## src/rtl/jogador_pkg.sv

```systemverilog
// jogador_pkg: state codes and the one-hot helper shared by the automatic player
package jogador_pkg;
  typedef enum logic [2:0] {
    OCIOSO    = 3'd0,
    OBSERVA   = 3'd1,
    PRESSIONA = 3'd2,
    SOLTA     = 3'd3,
    FIM       = 3'd4
  } estado_t;
  function automatic logic one_hot(input logic [3:0] v);
    return (v != 4'd0) && ((v & (v - 4'd1)) == 4'd0);
  endfunction
endpackage

```

## src/rtl/jogador_buffer.sv

```systemverilog
// jogador_buffer: DEPTH x 4 register file, synchronous write, asynchronous read
// ports: clock; we/waddr/wdata write port; raddr -> rdata combinational read
module jogador_buffer import jogador_pkg::*; #(
  parameter int DEPTH = 16,
  parameter int AW = $clog2(DEPTH)
) (
  input  logic          clock,
  input  logic          we,
  input  logic [AW-1:0] waddr,
  input  logic [3:0]    wdata,
  input  logic [AW-1:0] raddr,
  output logic [3:0]    rdata
);
  logic [3:0] mem [DEPTH];
  always_ff @(posedge clock) begin
    if (we) mem[waddr] <= wdata;
  end
  assign rdata = mem[raddr];
endmodule

```

## src/rtl/jogador_automatico.sv

```systemverilog
// jogador_automatico: watches the game's LED sequence and replays it as timed button presses
// ports: clock, reset (async active-low), habilitar, erro_forcado, leds, aguardando, ganhou, perdeu in;
//        botoes, ocupado, concluido, venceu, estouro, erro_padrao, db_estado, db_qtd out
module jogador_automatico import jogador_pkg::*; #(
  parameter int MAX_JOGADAS  = 16,
  parameter int PRESS_CICLOS = 2,
  parameter int GAP_CICLOS   = 2
) (
  input  logic                          clock,
  input  logic                          reset,
  input  logic                          habilitar,
  input  logic                          erro_forcado,
  input  logic [3:0]                    leds,
  input  logic                          aguardando,
  input  logic                          ganhou,
  input  logic                          perdeu,
  output logic [3:0]                    botoes,
  output logic                          ocupado,
  output logic                          concluido,
  output logic                          venceu,
  output logic                          estouro,
  output logic                          erro_padrao,
  output logic [2:0]                    db_estado,
  output logic [$clog2(MAX_JOGADAS):0]  db_qtd
);
  localparam int AW = $clog2(MAX_JOGADAS);
  localparam int QW = AW + 1;
  localparam int CW = $clog2(PRESS_CICLOS + GAP_CICLOS + 1);
  estado_t estado, prox;
  logic [3:0] leds_r, leds_p, rd, botoes_d;
  logic agu_r, agu_p, gan_r, per_r, err_l;
  logic [QW-1:0] qtd;
  logic [AW-1:0] idx;
  logic [CW-1:0] cnt;
  logic ev_leds, ev_agu, fim_go, ultimo, fim_press, fim_gap, cheio, wr, inicia;
  assign ev_leds   = (leds_p == 4'd0) && (leds_r != 4'd0);
  assign ev_agu    = agu_r && !agu_p;
  assign fim_go    = (gan_r || per_r) && (estado inside {OBSERVA, PRESSIONA, SOLTA});
  assign ultimo    = {1'b0, idx} == qtd - QW'(1);
  assign fim_press = cnt == CW'(PRESS_CICLOS - 1);
  assign fim_gap   = cnt == CW'(GAP_CICLOS - 1);
  assign cheio     = qtd == QW'(MAX_JOGADAS);
  assign wr        = (estado == OBSERVA) && !fim_go && ev_leds && one_hot(leds_r) && !cheio;
  assign inicia    = (estado == OCIOSO || estado == FIM) && habilitar;
  jogador_buffer #(.DEPTH(MAX_JOGADAS)) u_buf (
    .clock (clock),
    .we    (wr),
    .waddr (qtd[AW-1:0]),
    .wdata (leds_r),
    .raddr (idx),
    .rdata (rd)
  );
  always_ff @(posedge clock or negedge reset) begin
    if (!reset) estado <= OCIOSO;
    else estado <= prox;
  end
  always_comb begin
    prox = estado;
    case (estado)
      OCIOSO, FIM: prox = habilitar ? OBSERVA : estado;
      OBSERVA:     prox = (ev_agu && qtd != '0) ? PRESSIONA : OBSERVA;
      PRESSIONA:   prox = fim_press ? SOLTA : PRESSIONA;
      SOLTA:       prox = !fim_gap ? SOLTA : ultimo ? OBSERVA : PRESSIONA;
      default:     prox = OCIOSO;
    endcase
    if (fim_go) prox = FIM;
  end
  // botoes is registered from the current state, so it trails the FSM by one cycle;
  // game over forces 0 on the same edge the FSM enters FIM, truncating a press
  always_comb begin
    botoes_d  = (estado == PRESSIONA && !fim_go) ? ((ultimo && err_l) ? ~rd : rd) : 4'd0;
    ocupado   = estado inside {OBSERVA, PRESSIONA, SOLTA};
    concluido = estado == FIM;
    db_estado = estado;
    db_qtd    = qtd;
  end
  always_ff @(posedge clock or negedge reset) begin
    if (!reset) begin
      leds_r      <= '0;
      leds_p      <= '0;
      agu_r       <= 1'b0;
      agu_p       <= 1'b0;
      gan_r       <= 1'b0;
      per_r       <= 1'b0;
      qtd         <= '0;
      idx         <= '0;
      cnt         <= '0;
      err_l       <= 1'b0;
      estouro     <= 1'b0;
      erro_padrao <= 1'b0;
      venceu      <= 1'b0;
      botoes      <= 4'd0;
    end else begin
      leds_r <= leds;
      leds_p <= leds_r;
      agu_r  <= aguardando;
      agu_p  <= agu_r;
      gan_r  <= ganhou;
      per_r  <= perdeu;
      botoes <= botoes_d;
      cnt    <= (prox != estado) ? '0 : cnt + CW'(1);
      if (inicia) begin
        qtd         <= '0;
        estouro     <= 1'b0;
        erro_padrao <= 1'b0;
        venceu      <= 1'b0;
      end
      if (estado == OBSERVA && !fim_go && ev_leds) begin
        if (!one_hot(leds_r)) erro_padrao <= 1'b1;
        else if (cheio) estouro <= 1'b1;
        else qtd <= qtd + QW'(1);
      end
      if (estado == OBSERVA && prox == PRESSIONA) begin
        idx   <= '0;
        err_l <= erro_forcado;
      end
      if (estado == SOLTA && prox == PRESSIONA) idx <= idx + AW'(1);
      if (estado == SOLTA && prox == OBSERVA) qtd <= '0;
      if (prox == FIM && estado != FIM) venceu <= gan_r;
    end
  end
endmodule

```

## config.mk

```make
export PLATFORM = sky130hd
export DESIGN_NAME = jogador_automatico
export DESIGN_NICKNAME = d
export VERILOG_FILES = /design/src/rtl/jogador_pkg.sv /design/src/rtl/jogador_buffer.sv /design/src/rtl/jogador_automatico.sv
export SDC_FILE = /design/constraint.sdc
export NUM_CORES = 1
export LEC_CHECK = 0
export BUFFER_PORTS_ARGS = -buffer_cell sky130_fd_sc_hd__buf_2
export CAP_MARGIN = 20
export CORE_MARGIN = 8
export CORE_UTILIZATION = 50
export DETAILED_ROUTE_END_ITERATION = 16
export GPL_TIMING_DRIVEN = 0
export PLACE_DENSITY = 0.68
export SLEW_MARGIN = 40
export SYNTH_ARGS = -nofsm -noshare
export SYNTH_HDL_FRONTEND = slang
export SYNTH_SLANG_ARGS = --single-unit
```

## constraint.sdc

```tcl
create_clock -name clock -period 4.7 [get_ports clock]
set_input_delay 0.235 -clock clock [delete_from_list [all_inputs] [get_ports clock]]
set_output_delay 0.235 -clock clock [all_outputs]
set_load 0.03 [all_outputs]
```

## After elaboration in Yosys (flattened, before gate mapping)

Memory sizes are Yosys's and may differ from the RTL's.
Index checks and enable logic that the tools add are counted.

| word-level totals | value |
|---|---|
| ROM bits | 0 |
| latch bits | 0 |
| memories | 1 |
| word-level logic and storage cells | 93 |
| input port bits | 11 |
| RAM bits | 64 |
| flip-flop bits (word level) | 35 |

Memories:

| name | depth | width | read ports | clocked after Yosys merged registers in | wr ports | line | text |
|---|---|---|---|---|---|---|---|
| u_buf.mem | 16 | 4 | 1 | 0 | 1 | jogador_buffer.sv:14 | `logic [3:0] mem [DEPTH];` |

| operators by class | value |
|---|---|
| $mul | 0 |
| reduce and logical (&&, ||, !) cells | 30 |
| magnitude comparators | 0 |
| multiplexer cells | 28 |
| shift operators | 0 |
| div/mod/pow operators | 0 |
| equality and inequality tests | 12 |
| $add $sub $neg | 5 |
| bitwise operators | 2 |

Operator list:

| operator | number |
|---|---|
| $mux W5 | 5 |
| $logic_and A1 B1 Y1 | 16 |
| $mux W4 | 4 |
| $mux W1 | 12 |
| $pmux W3 S4 | 1 |
| $eq A3 B1 Y1 const B | 3 |
| $eq A3 B2 Y1 const B | 3 |
| $mux W3 | 3 |
| $logic_not A4 Y1 | 2 |
| $eq A3 B3 Y1 const B | 2 |
| $mux W2 | 3 |
| $add A5 B1 Y5 const B | 1 |
| $eq A4 B5 Y1 | 1 |
| $eq A5 B5 Y1 const B | 1 |
| $reduce_bool A5 Y1 | 1 |
| $sub A5 B1 Y5 const B | 1 |
| $add A4 B1 Y4 const B | 1 |
| $and A4 B4 Y4 | 1 |
| $not A4 Y4 | 1 |
| $reduce_bool A2 Y1 | 2 |
| $reduce_bool A4 Y1 | 1 |
| $sub A4 B1 Y4 const B | 1 |
| $add A3 B1 Y3 const B | 1 |
| $logic_not A1 Y1 | 3 |
| other kinds (6) | 7 |

## Longest topological paths before layout

| logic depth | value |
|---|---|
| word-level depth | 10 |
| mapped depth | 7 |
| gate-level depth less buffers | 7 |

## Hierarchy

From an unflattened synthesis, not the netlist that was laid out.

| second synthesis, totals | value |
|---|---|
| cells, all modules | 293 |
| area total of the unflattened synthesis | 4423.0 sq um |

Modules (own cells, without submodules):

| module | area each (sq um) | cells each | instances |
|---|---|---|---|
| jogador_buffer | 2586.2 | 126 | 1 |
| jogador_automatico | 1836.8 | 167 | 1 |

## Worst setup path before layout

Ideal clock, no wire load.

| path | value |
|---|---|
| kind | reg2reg |
| start point | register estado[2], in the netlist db_estado[2] |
| end point | memory u_buf.mem[12][0], enable pin |
| data required time | 4.371 ns |
| data arrival time | 1.996 ns |
| slack | 2.375 ns |
| buffers on the path | 1 |
| setup time | 0.329 ns |
| stages on the path, launching flop included | 7 |
| path through | dfrtp_1 -> or4b_4 -> nor3_2 -> o21a_2 -> buf_4 -> nand2_1 -> nor2_1 |

| on the way | value |
|---|---|
| cells in the longest elaborated chain, start to end | 10 |
| elaborated cells between the ends (all ways) | 12 |
| classes of those cells | 3 x eq/ne; 2 x mux; 7 x reduce/logical |

RTL lines:

| what | line | text |
|---|---|---|
| start, declared | jogador_automatico.sv:29 | `estado_t estado, prox;` |
| start signal, assigned | jogador_automatico.sv:55 | `else estado <= prox;` |
| $eq A3 B1 Y1 / $eq A3 B2 Y1 (equally long branches) | jogador_automatico.sv:38, jogador_automatico.sv:43 |  |
| $reduce_bool A3 Y1 | jogador_automatico.sv:38 | `assign fim_go = (gan_r \|\| per_r) && (estado inside {OBSERVA, PRESSIONA, SOLTA});` |
| $logic_and A1 B1 Y1 | jogador_automatico.sv:38 |  |
| $logic_not A1 Y1 | jogador_automatico.sv:43 | `assign wr = (estado == OBSERVA) && !fim_go && ev_leds && one_hot(leds_r) && !cheio;` |
| $logic_and A1 B1 Y1 * (4 in series) | jogador_automatico.sv:43 |  |
| $mux W1 * | jogador_buffer.sv:16 | `if (we) mem[waddr] <= wdata;` |
| $mux W1 (implied by the code) * | jogador_buffer.sv:16 |  |
| end, declared | jogador_buffer.sv:14 |  |

Every way passes the cells marked *; elsewhere a longest branch is shown, timed or not.

## Final worst setup path

| path | value |
|---|---|
| start point | register estado[2], in the netlist db_estado[2] |
| end point | memory u_buf.mem[0][0], enable pin |

The elaborated chain is that of the path after synthesis.

==> flow_summary.json <==
{
  "status": "complete, no violations",
  "synthArstFlopShare_pct": 35.4,
  "startpoint": "db_estado[2]",
  "globalRouteOverflowTotal": 0,
  "critPathCaptureType": "register",
  "portBuffers": 27,
  "post_drt_wl_per_cell_um": 19.1,
  "cp_slowest_cell": "or4b_4",
  "yosysUniqueCellTypes": 56,
  "grt_pass1_vias": 2460,
  "path_max_fanout": 10,
  "htree_num_levels": 3,
  "clkPwrFrac_pct": 33.4,
  "die_w_um": 109,
  "reg2reg_setup_slack_ns": 2.10,
  "viasPerCell": 5.72,
  "avgSynthCellArea_um2": 15.8,
  "place.gp.congestion": 0.787,
  "cts.sinks": 99,
  "post_cts_buffers": 0,
  "cts_tree": "built",
  "synth_cells": 275,
  "drtAntennaViolNets": 0,
  "yosys.area.top_type_share_pct": 44.2,
  "synthFlopType": "edfxtp_1",
  "switching_power_mw": 0.429,
  "ys_seq_elements": 99,
  "crit_chain": "or4b_4 > nor3_2 > o21a_2 > buf_4 > nor2b_1",
  "p_per_area_nw_per_um2": 355,
  "critPathTopFamily": "simple AND/OR/NAND/NOR gates",
  "start_util_pct": 50.6,
  "r2r_end": "u_buf.mem[0][0]",
  "n_fill_cell": 697,
  "synth_area_um2": 4350,
  "num_vias": 2483,
  "post-dp-hpwl_mm": 5.88,
  "tns_ns": 0,
  "rr_startpoint": "db_estado[2]",
  "irDropWorstVdd_mv": 0.221,
  "synth_top_area_cell": "edfxtp_1",
  "endpoint": "u_buf.mem[0][0]",
  "clk_latency_ns": 0.36,
  "synth-edff-count": 64,
  "relSlewSlack_pct": 55.2,
  "fin_skew_ns": 0.00789,
  "worst_r2r_path_depth": 5,
  "fmax_mhz": 385,
  "grt_max_degree": 36,
  "finalSetupViolCount": 0,
  "path_clk_slew_ns": 0.09,
  "ys_top_cells_by_area": "edfxtp_1 (44%), dfrtp_1 (20%), mux4_2 (6.7%)",
  "drc": 0,
  "core_region_area_um2": 8590,
  "die-area_um2": 11900,
  "dr.first_iter.drc_count": 146,
  "period_needed_ns": 2.60,
  "dr.pass1.iters": 4,
  "worst_pin_slew_ns": 0.672,
  "cap_violations": 0,
  "num_io_pins": 28,
  "cp_num_cells": 5,
  "p_comb_share_pct": 10.2,
  "cpPeakStageDelay_ns": 0.60,
  "antenna_found_initial": 0,
  "holdBufCountCts": 8,
  "ctsRootBufferMaster": "clkbuf_8",
  "numCtsBuffers": 9,
  "synth_warnings": 0,
  "pre_cts_slack_ns": 2.13,
  "grt_pass1_wl_mm": 13.1,
  "cp.buffers_inverters": 1,
  "cts_resized": 0,
  "grt.total_usage_pct": 14.7,
  "wl_mm": 8.30,
  "fin_ws_ns": 2.10,
  "intPower_mw": 1.32,
  "multi_input_area_um2": 1450,
  "cp.required_ns": 4.71,
  "finalNetCount": 340,
  "fin_hold_ws_ns": 0.0952,
  "netSwitchingFraction_pct": 24.6,
  "power_frac_seq_pct": 56.4,
  "maxSlewViolCount": 0,
  "grt_setup_unrepaired": "no",
  "critPathArrivalTime_ns": 2.61,
  "start_kind": "register",
  "finalHoldViolCount": 0,
  "die_y_um": 109,
  "std_cell_rows": 34,
  "area_growth_pct": 13.1,
  "diodes": 0,
  "clockBufferDepth": 2,
  "syn_nets": 294,
  "period_share_pct": 55.2,
  "path_class": "register to register",
  "register_area_um2": 2800,
  "drive_gt1_share_pct": 22.1,
  "seq_area_frac_synth_pct": 64.3,
  "hold_class": "input pin to register",
  "p_leak_nw": 1.87
}
==> registers in the layout (all words and copies together), names as in the netlist <==
| register | count |
|---|---|
| u_buf.mem | 64 |
| db_qtd | 5 |
| botoes | 4 |
| idx | 4 |
| leds_p | 4 |
| leds_r | 4 |
| cnt | 3 |
| db_estado | 3 |
| agu_p | 1 |
| agu_r | 1 |
| err_l | 1 |
| erro_padrao | 1 |
| estouro | 1 |
| gan_r | 1 |
| per_r | 1 |
| venceu | 1 |
==> kinds of logic (layout without fill, tap and decap cells) <==
logic type	count (synthesis)	count (layout)	synth area share, %
flip-flops	99	99	64.3
multiplexers	22	22	11.5
buffers and inverters	17	68	2.36
adder cells (fa/ha/maj)	9	9	2.53
XOR/XNOR	12	12	2.76
AO/OA/AOI/OAI	36	36	5.93
AND/OR/NAND/NOR	80	80	10.6
==> final cells by class <==
| type | instances | share of cell area, % |
|---|---|---|
| buffer | 11 | 1.63 |
| timing repair buffer | 35 | 4.43 |
| clock inverter | 6 | 1.81 |
| sequential | 99 | 56.9 |
| multi-input combinational | 159 | 29.4 |
| inverter | 6 | 0.458 |
| clock buffer | 10 | 2.60 |
| tap | 108 | 2.75 |
==> per-layer routing <==
| metal | GRT usage (%) | part of all wire (%) | vias up |
|---|---|---|---|
| met5 | 0 | 0 | - |
| met4 | 5.11 | 1.3 | 0 |
| met3 | 3.37 | 5.4 | 12 |
| met2 | 23.2 | 49 | 63 |
| met1 | 19.5 | 45 | 1246 |
| li1 | - | - | 1162 |
==> power groups by stage <==
stage                     logic, mW  registers (mW)  clock network (mW)
after CTS                     0.179           0.986               0.595
after floorplan              0.0992            1.02                   0
after detailed placement      0.174            1.00                   0
after global placement        0.171            1.00                   0
after global routing          0.197           0.991               0.623
final                         0.178           0.985               0.583
==> through the flow <==
stage | cell area [um^2] | power [mW] | instances | util, %
after global placement | 4620 | 1.17 | 410 | 53.7
final | 4920 | 1.75 | 434 | 57.2
after CTS | 4910 | 1.76 | 434 | 57.2
after global routing | 4920 | 1.81 | 434 | 57.2
after floorplan | 4350 | 1.12 | 275 | -
after detailed placement | 4620 | 1.18 | 410 | 53.7
==> cell usage after synthesis, types with 2 or more instances <==
library cell  count
buf_2             3
nor3b_1           3
nand3_1           5
or3_1             2
o21ai_0           7
dfrtp_1          35
nor2b_1           6
xor2_1            6
buf_6             2
nor3_1            6
mux4_2           13
xnor2_1           5
nand2_1          14
a21oi_1           9
inv_1             6
nor3_2            2
a31oi_1           2
and3_1            9
clkbuf_1          4
ha_1              8
edfxtp_1         64
and2_1            2
mux4_1            7
nand3b_1          3
nor2_1           17
o21a_1            2
or4b_4            2
nand4_1           3
==> cells in the final DEF (no fill, tap or decap), drive strengths merged, types with 2 or more instances in the layout <==
master | Yosys | final
xnor2 | 5 | 5
nand3b | 3 | 3
o21ai | 7 | 7
o211ai | 2 | 2
o21ba | 2 | 2
xor2 | 6 | 6
nor2b | 6 | 6
clkbuf | 4 | 14
nor3b | 3 | 3
or4b | 2 | 2
o21a | 3 | 3
nor2 | 17 | 17
ha | 8 | 8
nand4 | 4 | 4
buf | 7 | 34
and3 | 10 | 10
mux4 | 20 | 20
dlygate4sd3 | 0 | 8
clkinv | 0 | 2
nand3 | 6 | 6
nand2 | 14 | 14
nor3 | 8 | 8
dfrtp | 35 | 35
a31oi | 2 | 2
inv | 6 | 7
bufinv | 0 | 2
or3 | 2 | 2
edfxtp | 64 | 64
a21oi | 9 | 9
and2 | 2 | 2
==> worst min-delay path by stage <==
stage | start | endpoint | slack (ns) | cells past startpoint
6_report | erro_forcado | err_l | 0.1 | 2
5_1_grt | erro_forcado | err_l | 0.09 | 2
4_1_cts | erro_forcado | err_l | 0.09 | 2
3_5_place_dp | leds[1] | leds_r[1] | 0.34 | 1
3_3_place_gp | perdeu | per_r | 0.34 | 1
2_1_floorplan | reset | agu_p | -0.06 | 0
Power figures use the tool's default switching activity.
